<file path="config.mk">
export PLATFORM = sky130hd
export DESIGN_NAME = mu0_sequencer
export DESIGN_NICKNAME = d
export VERILOG_FILES = /design/src/rtl/mu0_pkg.sv /design/src/rtl/mu0_edge_det.sv /design/src/rtl/mu0_sequencer.sv
export SDC_FILE = /design/constraint.sdc
export NUM_CORES = 1
export LEC_CHECK = 0
export ABC_AREA = 0
export CAP_MARGIN = 25
export CORE_ASPECT_RATIO = 1.75
export CORE_UTILIZATION = 27
export CTS_CLUSTER_SIZE = 10
export DETAILED_ROUTE_END_ITERATION = 16
export GPL_TIMING_DRIVEN = 0
export SYNTH_ARGS = -nofsm -noshare
export SYNTH_HDL_FRONTEND = slang
export SYNTH_HIERARCHICAL = 1
export SYNTH_SLANG_ARGS = --single-unit
</file>
<file path="constraint.sdc">
create_clock -name i_clock -period 2.3 [get_ports i_clock]
set_clock_uncertainty 0.2 [all_clocks]
set_input_delay 0.23 -clock i_clock [delete_from_list [all_inputs] [get_ports i_clock]]
set_output_delay 0.23 -clock i_clock [all_outputs]
set_load 0.01 [all_outputs]
</file>
<file path="src/rtl/mu0_pkg.sv">
// mu0_pkg: shared MU0 state encoding, opcodes and widths for the sequencer and decoder.
package mu0_pkg;
    localparam int IR_W = 16;
    typedef enum logic [2:0] {HALT, FETCH, EXEC1, EXEC2, PAUSE} state_e;
    localparam logic [4:0] ST_HALT  = 5'b00001;
    localparam logic [4:0] ST_FETCH = 5'b00010;
    localparam logic [4:0] ST_EXEC1 = 5'b00100;
    localparam logic [4:0] ST_EXEC2 = 5'b01000;
    localparam logic [4:0] ST_PAUSE = 5'b10000;
    localparam logic [3:0] OP_LDA = 4'b0000;
    localparam logic [3:0] OP_STA = 4'b0001;
    localparam logic [3:0] OP_ADD = 4'b0010;
    localparam logic [3:0] OP_SUB = 4'b0011;
    localparam logic [3:0] OP_JMP = 4'b0100;
    localparam logic [3:0] OP_JGE = 4'b0101;
    localparam logic [3:0] OP_JNE = 4'b0110;
    localparam logic [3:0] OP_STP = 4'b0111;
endpackage

</file>
<file path="src/rtl/mu0_edge_det.sv">
// mu0_edge_det: one-flop rising-edge detector for synchronous level inputs.
module mu0_edge_det (
    input  logic i_clk,
    input  logic i_rst_n,
    input  logic i_d,
    output logic o_edge
);
    logic r_q;
    always_ff @(posedge i_clk or negedge i_rst_n)
        if (!i_rst_n) r_q <= 1'b0;
        else          r_q <= i_d;
    assign o_edge = i_d & ~r_q;
endmodule

</file>
<file path="src/rtl/mu0_sequencer.sv">
// mu0_sequencer: MU0 instruction register and one-hot FETCH/EXEC1/EXEC2 phase sequencer
// with run/halt/single-step control and debug instruction/cycle counters.
module mu0_sequencer
    import mu0_pkg::*;
#(
    parameter int              CNT_W    = 32,
    parameter logic [IR_W-1:0] IR_RESET = 16'h0000
) (
    input  logic             i_clock,
    input  logic             i_reset_n,
    input  logic             i_start,
    input  logic             i_step_mode,
    input  logic             i_step,
    input  logic [IR_W-1:0]  i_mem_q,
    input  logic             i_extra,
    output logic             o_fetch,
    output logic             o_exec1,
    output logic             o_exec2,
    output logic [IR_W-1:0]  o_ir,
    output logic             o_halted,
    output logic             o_paused,
    output logic [CNT_W-1:0] o_instr_cnt,
    output logic [CNT_W-1:0] o_cycle_cnt
);
    logic [4:0]       r_state;
    logic [4:0]       w_next;
    logic [4:0]       w_done;
    logic [IR_W-1:0]  r_ir;
    logic [CNT_W-1:0] r_instr_cnt;
    logic [CNT_W-1:0] r_cycle_cnt;
    logic             w_start_edge;
    logic             w_step_edge;
    logic             w_stp;
    logic             w_retire;
    logic             w_active;

    mu0_edge_det u_start_det (.i_clk(i_clock), .i_rst_n(i_reset_n), .i_d(i_start), .o_edge(w_start_edge));
    mu0_edge_det u_step_det  (.i_clk(i_clock), .i_rst_n(i_reset_n), .i_d(i_step),  .o_edge(w_step_edge));

    assign w_stp    = r_ir[15:12] == OP_STP;
    assign w_retire = (r_state[EXEC1] & ~w_stp & ~i_extra) | r_state[EXEC2];
    assign w_active = r_state[FETCH] | r_state[EXEC1] | r_state[EXEC2];
    assign w_done   = i_step_mode ? ST_PAUSE : ST_FETCH;

    // Start beats step in HALT because HALT only looks at start_edge.
    always_comb
        w_next = r_state[HALT]  ? (w_start_edge ? ST_FETCH : ST_HALT) :
                 r_state[FETCH] ? ST_EXEC1 :
                 r_state[EXEC1] ? (w_stp ? ST_HALT : i_extra ? ST_EXEC2 : w_done) :
                 r_state[EXEC2] ? w_done :
                 (w_step_edge | ~i_step_mode) ? ST_FETCH : ST_PAUSE;

    always_ff @(posedge i_clock or negedge i_reset_n)
        if (!i_reset_n) begin
            r_state     <= ST_HALT;
            r_ir        <= IR_RESET;
            r_instr_cnt <= '0;
            r_cycle_cnt <= '0;
        end else begin
            r_state <= w_next;
            if (r_state[FETCH]) r_ir <= i_mem_q;
            if (w_retire) r_instr_cnt <= r_instr_cnt + CNT_W'(1);
            if (w_active) r_cycle_cnt <= r_cycle_cnt + CNT_W'(1);
        end

    assign o_fetch     = r_state[FETCH];
    assign o_exec1     = r_state[EXEC1];
    assign o_exec2     = r_state[EXEC2];
    assign o_halted    = r_state[HALT];
    assign o_paused    = r_state[PAUSE];
    assign o_ir        = r_ir;
    assign o_instr_cnt = r_instr_cnt;
    assign o_cycle_cnt = r_cycle_cnt;
endmodule

</file>
Word level (Yosys, flattened, before mapping)
Index checks and enable logic that the tools add are counted.
{"block": "word_totals", "regBits": 87, "mem_bits_ro": 0, "ram_bits": 0, "input_bits": 22, "memories": 0, "latchBits": 0, "word_cells": 31}
{"block": "classes", "mux": 9, "n_addsub": 2, "mul": 0, "n_eq_ne": 1, "n_div": 0, "magnitude_cmp": 0, "n_reduce_logical": 0, "n_shift": 0, "bitwise_logic": 13}
{"op": "adder 32 x 1 -> 32 bit (second input constant)", "n": 2}
{"op": "2-to-1 mux 5 bit", "n": 8}
{"op": "inverter 1 bit", "n": 5}
{"op": "AND 1 bit", "n": 4}
{"op": "== test 4 x 3 -> 1 bit (second input constant)", "n": 1}
{"op": "bitwise OR 1 bit", "n": 4}
{"op": "2-to-1 mux 2 bit", "n": 1}

Depth between registers and ports, before layout
Gate-level depths: netlist of the first run.
{"block": "depth", "word_depth": 8, "ltp_mapped": 6}

By module
Netlist of the first run, hierarchy kept.
{"module": "mu0_sequencer", "seq_area_each_um2": 2128.3, "cells_per_inst": 323, "area_per_inst_um2": 3854.9, "instances": 1}
{"module": "mu0_edge_det", "seq_area_each_um2": 25.0, "cells_per_inst": 2, "area_per_inst_um2": 38.8, "instances": 2}

Worst setup path after synthesis of the first run
OpenSTA, ideal clock, no wires.
{"block": "synth_path", "path_type": "register to register", "start": "reg r_ir[13], in the netlist o_ir[13]", "end": "reg r_instr_cnt[25], in the netlist o_instr_cnt[25]", "stages_incl_launch_ff": 7, "n_path_buf": 2, "arrival_ps": 1482, "setup_ps": 128, "slack_ps": 490, "required_ps": 1972, "cell_sequence": "dfrtp_1 > and4b_1 > buf_2 > o21ai_1 > buf_4 > nand4_1 > xnor2_1"}
{"block": "synth_between", "elab_chain_cells": 5}
{"element": "start: declaration", "line_no": "mu0_sequencer.sv:28", "text": "logic [IR_W-1:0] r_ir;"}
{"element": "start signal: assignment", "line_no": "mu0_sequencer.sv:61", "text": "if (r_state[FETCH]) r_ir <= i_mem_q;"}
{"element": "== test 4 x 3 -> 1 bit", "line_no": "mu0_sequencer.sv:40", "text": "assign w_stp = r_ir[15:12] == OP_STP;"}
{"element": "inverter 1 bit", "line_no": "mu0_sequencer.sv:41", "text": "assign w_retire = (r_state[EXEC1] & ~w_stp & ~i_extra) | r_state[EXEC2];"}
{"element": "AND 1 bit (2 in series)", "line_no": "mu0_sequencer.sv:41"}
{"element": "bitwise OR 1 bit", "line_no": "mu0_sequencer.sv:41"}
{"element": "end signal: assignment", "line_no": "mu0_sequencer.sv:62", "text": "if (w_retire) r_instr_cnt <= r_instr_cnt + CNT_W'(1);"}
{"element": "end: declaration", "line_no": "mu0_sequencer.sv:29", "text": "logic [CNT_W-1:0] r_instr_cnt;"}
Every way passes these cells.
A chain may end at the register's enable or synchronous reset.

Worst setup path after layout of the first run
{"block": "layout_path", "start": "reg r_ir[13], in the netlist o_ir[13]", "end": "reg r_instr_cnt[27], in the netlist o_instr_cnt[27]"}
The elaborated chain is that of the path after synthesis.

==> results of run 1 <==
[power groups by stage]
stage	logic (mW)	clock network, mW	registers (mW)
6_report	1.52	1.49	2.10
5_1_grt	1.65	1.59	2.16
4_1_cts	1.55	1.55	2.11
3_5_place_dp	1.54	0	2.14
3_3_place_gp	1.52	0	2.12
2_1_floorplan	0.620	0	2.22
[Yosys cell counts, drive strengths merged, types with 2 or more instances]
library cell	instances	area, µm²
dfrtp	86	2150
xnor2	53	464
nand4	31	209
nand3	27	135
mux2	17	191
nand2	16	60.1
and3	14	88.8
buf	9	51.3
nor2	9	33.8
xor2	9	78.8
and2	8	50.1
and4	8	70.1
nor3	7	45.0
nor4	4	46.3
clkbuf	3	11.3
inv	3	11.3
nor2b	3	33.8
o21ai	3	15.0
o31ai	3	41.3
ha	2	25.0
or3	2	12.5
[flip-flops by register name (all words and copies together) (netlist names)]
name / count
u_step_det/r_q: 1
o_instr_cnt: 32
u_start_det/r_q: 1
o_cycle_cnt: 32
o_ir: 16
r_state: 5
[layout make-up]
cell class	instances	area share
Clock buffer	10	0.0430
Clock inverter	6	0.0122
Sequential cell	87	0.392
Multi-Input combinational cell	225	0.302
Timing Repair Buffer	108	0.197
Buffer	12	0.0113
Inverter	3	0.00203
Tap cell	180	0.0405
[metrics by stage]
step | TNS [ps] | util
floorplan | 0 | -
global placement | -215580 | 0.365
detailed placement | -860 | 0.367
CTS | 0 | 0.389
global route | 0 | 0.389
finish | 0 | 0.389
[layer usage]
layer | GRT usage | wire, µm | vias to the layer above
li1 | - | - | 1403
met1 | 0.150 | 3780 | 1487
met2 | 0.230 | 4930 | 79
met3 | 0.0304 | 395 | 13
met4 | 0.0531 | 201 | 0
met5 | 0 | 0 | -
[worst max-delay path, cell delays in order (launching register included)]
cell	delay (ps)
dfrtp_1	400
and4b_1	200
buf_2	160
o21ai_1	490
buf_4	290
nand4_1	130
xnor2_1	150
[worst min path at each step]
stage	endpoint	from	cells past startpoint	slack (ps)
floorplan	o_cycle_cnt[0]	i_reset_n	0	-270
global placement	o_cycle_cnt[31]	o_cycle_cnt[31]	1	260
detailed placement	o_cycle_cnt[17]	i_reset_n	1	70
CTS	u_step_det/r_q	i_step	1	160
global route	u_start_det/r_q	i_start	1	170
finish	u_step_det/r_q	i_step	1	180
[layout by cell type, fill, tap and decap left out, types with 2 or more instances in the layout]
cell and instances:
and2_1 8, and3_1 13, and4_1 8, buf_2 5
buf_4 4, clkbuf_1 3, clkbuf_16 9, clkdlybuf4s50_1 105
clkinvlp_4 2, dfrtp_1 86, ha_1 2, inv_1 3
inv_6 2, mux2_2 17, nand2_1 16, nand3_1 27
nand4_1 30, nor2_1 9, nor2b_4 2, nor3_1 5
nor3_2 2, nor4_1 2, o21ai_0 2, or3_1 2
xnor2_1 53, xor2_1 9
[cells by family after synthesis]
logic type                 synth area share
AOI/OAI and AO/OA                    0.0181
xor gates and xnor gates              0.138
adders and majority gates           0.00636
buffers and inverters                0.0188
DFF                                   0.554
muxes                                0.0512
and+or+nand+nor                       0.213
==> results.cfg, run 1 <==
[run_status]
outcome = completed

[worst_setup_path]
crit_end = o_instr_cnt[27]
start_kind = flip-flop
worst_r2r_path_depth = 6
arrival_ps = 2170
r2r_end = o_instr_cnt[27]
required_ps = 2320
startpoint = o_ir[13]
rrSetupSlack_ps = 150
cp_max_fo = 10
worstReg2RegStart = o_ir[13]
end_kind = flip-flop
crit_type = flip-flop to flip-flop

[timing]
fmax_ghz = 0.466
slew_headroom = 0.551
fin_crit_ps = 2150
drv_slew = 0
worstMarginPinSlew_ps = 664
period_share = 0.933
finalHoldViolCount = 0
holdWs_ps = 176
setup_viol = 0
rsz0062_at_grt = no
worst_slack_ps = 153

[global_route]
overflow = 0
grt_usage = 0.130
first_global_vias = 3107
grt_start_max_net_pins = 49
antenna_found_initial = 0
grt_pass1_wl_um = 15400

[placed_design]
dp_hpwl_um = 6980
io_buffers = 106
place_congestion = 0.789
dpl_cell_area_um2 = 5240
preCtsSetupSlack_ps = -123
dp_cells = 614

[routing]
drc_errors = 0
post_drt_wl_per_cell_um = 14.8
routed_wl_um = 9310
vias = 2982
vias_per_cell = 4.73
antenna_left = 0
drt-initial-drc-count = 63
drtPass1Iterations = 4

[final_layout]
num_antenna_cells = 0
final_cells = 631
seqCellArea_um2 = 2180
drive_above_1_share = 0.124
nets = 470
area_growth_pct = 41.4
fin_area_um2 = 5560
fill_cells = 1392
multiInputGateArea_um2 = 1680

[power]
p_sw_frac = 0.300
p_clk_frac = 0.291
p_seq_frac = 0.411
total_power_mw = 5.11
peakVddDrop_mv = 0.493
p_leak_nw = 2.28
power_density_nw_per_um2 = 919
p_int_mw = 3.58
power_switching_mw = 1.53
combinationalPowerShare = 0.297

[cts]
cts_resized = 0
htreeDepth = 3
cts.path.max_buffers = 2
cts_setup_buffers = 0
cts_buffers = 9
clock_latency_ps = 340
cts.sinks = 87
clk_pin_slew_ps = 70
hold_buffers = 1
root_buffer = clkbuf_16
cts_tree = done

[min_path]
hold_class = primary input to flip-flop

[yosys]
ys_seq_elements = 87
syn_area_per_cell_um2 = 12.0
synth_edf_count = 0
ys_seq_area_frac = 0.554
netlist_instances = 327
async_flop_share = 1.00
syn-num-nets = 351
yosysWarnings = 6
synthFlopType = dfrtp_1
ys_types = 42
synth_area_um2 = 3930

[floorplan]
row_count = 58
core_um2 = 14300
die_w_um = 93.2
initial_core_util = 0.275
die_y_um = 162
io_pins = 107
die_area_um2 = 15100

[job]
cap_violations = 0
Note: power is estimated with default switching activity, not from simulation.
==> run 2, diff against run 1 <==
--- a/config.mk
+++ b/config.mk
@@ -12,6 +12,7 @@
 export CTS_CLUSTER_SIZE = 10
 export DETAILED_ROUTE_END_ITERATION = 16
 export GPL_TIMING_DRIVEN = 0
+export SLEW_MARGIN = 20
 export SYNTH_ARGS = -nofsm -noshare
 export SYNTH_HDL_FRONTEND = slang
 export SYNTH_HIERARCHICAL = 1
==> results of run 2 <==
No change in the layout: final DEF, timing and power equal those of run 1.
==> run 3, diff against run 2 <==
--- a/config.mk
+++ b/config.mk
@@ -7,11 +7,14 @@
 export LEC_CHECK = 0
 export ABC_AREA = 0
 export CAP_MARGIN = 25
+export CELL_PAD_IN_SITES_DETAIL_PLACEMENT = 1
+export CELL_PAD_IN_SITES_GLOBAL_PLACEMENT = 2
 export CORE_ASPECT_RATIO = 1.75
 export CORE_UTILIZATION = 27
 export CTS_CLUSTER_SIZE = 10
 export DETAILED_ROUTE_END_ITERATION = 16
 export GPL_TIMING_DRIVEN = 0
+export PLACE_DENSITY_LB_ADDON = 0.1
 export SLEW_MARGIN = 20
 export SYNTH_ARGS = -nofsm -noshare
 export SYNTH_HDL_FRONTEND = slang
==> results.cfg, run 3 (synthesis results as in run 1) <==
[power]
peakVddDrop_mv = 0.408
p_leak_nw = 2.28
total_power_mw = 5.14
power_density_nw_per_um2 = 926

[placed_design]
place_congestion = 0.738
io_buffers = 106
preCtsSetupSlack_ps = -158
dp_hpwl_um = 7730

[routing]
post_drt_wl_per_cell_um = 16.9
vias = 2967
drtPass1Iterations = 4
drt-initial-drc-count = 48
drc_errors = 0
antenna_left = 0
vias_per_cell = 4.70
routed_wl_um = 10700

[cts]
root_buffer = clkbuf_16
clock_latency_ps = 340
cts.sinks = 87
cts_tree = done
htreeDepth = 3
clk_pin_slew_ps = 60
cts_buffers = 9
cts_setup_buffers = 0
cts.path.max_buffers = 2

[worst_setup_path]
cp_max_fo = 10
crit_type = flip-flop to flip-flop
end_kind = flip-flop
start_kind = flip-flop
required_ps = 2320
arrival_ps = 2120

[final_layout]
area_growth_pct = 41.2
drive_above_1_share = 0.120
num_antenna_cells = 0
fill_cells = 1537
final_common_cell = clkdlybuf4s50_1
most-common-layout-cells = 105 x clkdlybuf4s50_1, 86 x dfrtp_1, 53 x xnor2_1
multiInputGateArea_um2 = 1680
nets = 470
seqCellArea_um2 = 2180

[timing]
rsz0062_at_grt = no
fmax_ghz = 0.475
setup_viol = 0
period_share = 0.915
slew_headroom = 0.564
finalHoldViolCount = 0
worst_slack_ps = 196
worstMarginPinSlew_ps = 646
drv_slew = 0
fin_crit_ps = 2100

[floorplan]
row_count = 58
io_pins = 107
die_y_um = 162
initial_core_util = 0.275
die_area_um2 = 15100
die_w_um = 93.2
core_um2 = 14300

[global_route]
grt_pass1_wl_um = 17800
antenna_found_initial = 0
first_global_vias = 3276
grt_start_max_net_pins = 64
grt_usage = 0.153
overflow = 0

[job]
cap_violations = 0

[min_path]
hold_class = primary input to async pin

[run_status]
outcome = completed
[run 3: cell count changes in the layout (fill, tap and decap cells not counted)]
cell,before,now
o21ai_1,1,0
buf_4,4,3
inv_6,2,0
o21ai_2,0,1
clkinvlp_4,2,1
clkbuf_1,3,6
buf_6,0,1
[run 3: power breakdown]
part	total (mW)	switching (mW)	internal (mW)
Sequential	2.11	0.279	1.83
Combinational	1.57	0.684	0.881
Clock	1.47	0.599	0.872
Total	5.14	1.56	3.58
[run 3: worst paths after layout]
check / start / end / slack [ps] / cells past startpoint
worst min-delay path: i_reset_n / o_cycle_cnt[14] / 120 / 2
worst max register to register: o_ir[13] / o_instr_cnt[26] / 200 / 6
max in group asynchronous: i_reset_n / r_state[0] / 1160 / 3
min in group i_clock: i_start / u_start_det/r_q / 160 / 1
worst min register to register: o_cycle_cnt[31] / o_cycle_cnt[31] / 280 / 1
worst max-delay path: o_ir[13] / o_instr_cnt[26] / 200 / 6
[run 3: critical path, cell delays in order, from the launching register on]
cell and delay (ps):
dfrtp_1 390, and4b_1 200, buf_2 170, o31ai_4 420, buf_4 280, nand4_1 160
xnor2_1 160
[run 3: what timing repair did]
action	CTS	global route
resized for setup	0	1
endpoints found under the setup margin	0	4
endpoints found under the hold margin	86	0
hold buffers	1	0
[run 3: stage by stage]
| step | TNS, ps | instance area (µm²) | hold WS (ps) | util | std cells |
|---|---|---|---|---|---|
| global placement | -239890 | 5220 | 263 | 0.365 | 613 |
| detailed placement | -1260 | 5250 | -90.1 | 0.367 | 614 |
| floorplan | 0 | 3930 | -266 | - | 327 |
| global route | 0 | 5550 | 141 | 0.389 | 631 |
| CTS | 0 | 5550 | 117 | 0.388 | 631 |
| finish | 0 | 5550 | 115 | 0.389 | 631 |
[run 3: final cells by class]
class                      count  share of cell area
sequential                    87               0.392
multi-input combinational    225               0.303
timing repair buffer         108               0.198
clock buffer                  13              0.0451
tap                          180              0.0405
buffer                        12              0.0113
clock inverter                 3             0.00766
inverter                       3             0.00203
[run 3: layer usage]
layer,GRT usage,up-vias,share of wire
met5,0,-,0
met4,0.0692,0,0.021
met3,0.0234,14,0.030
met2,0.274,64,0.55
met1,0.177,1489,0.40
li1,-,1400,-
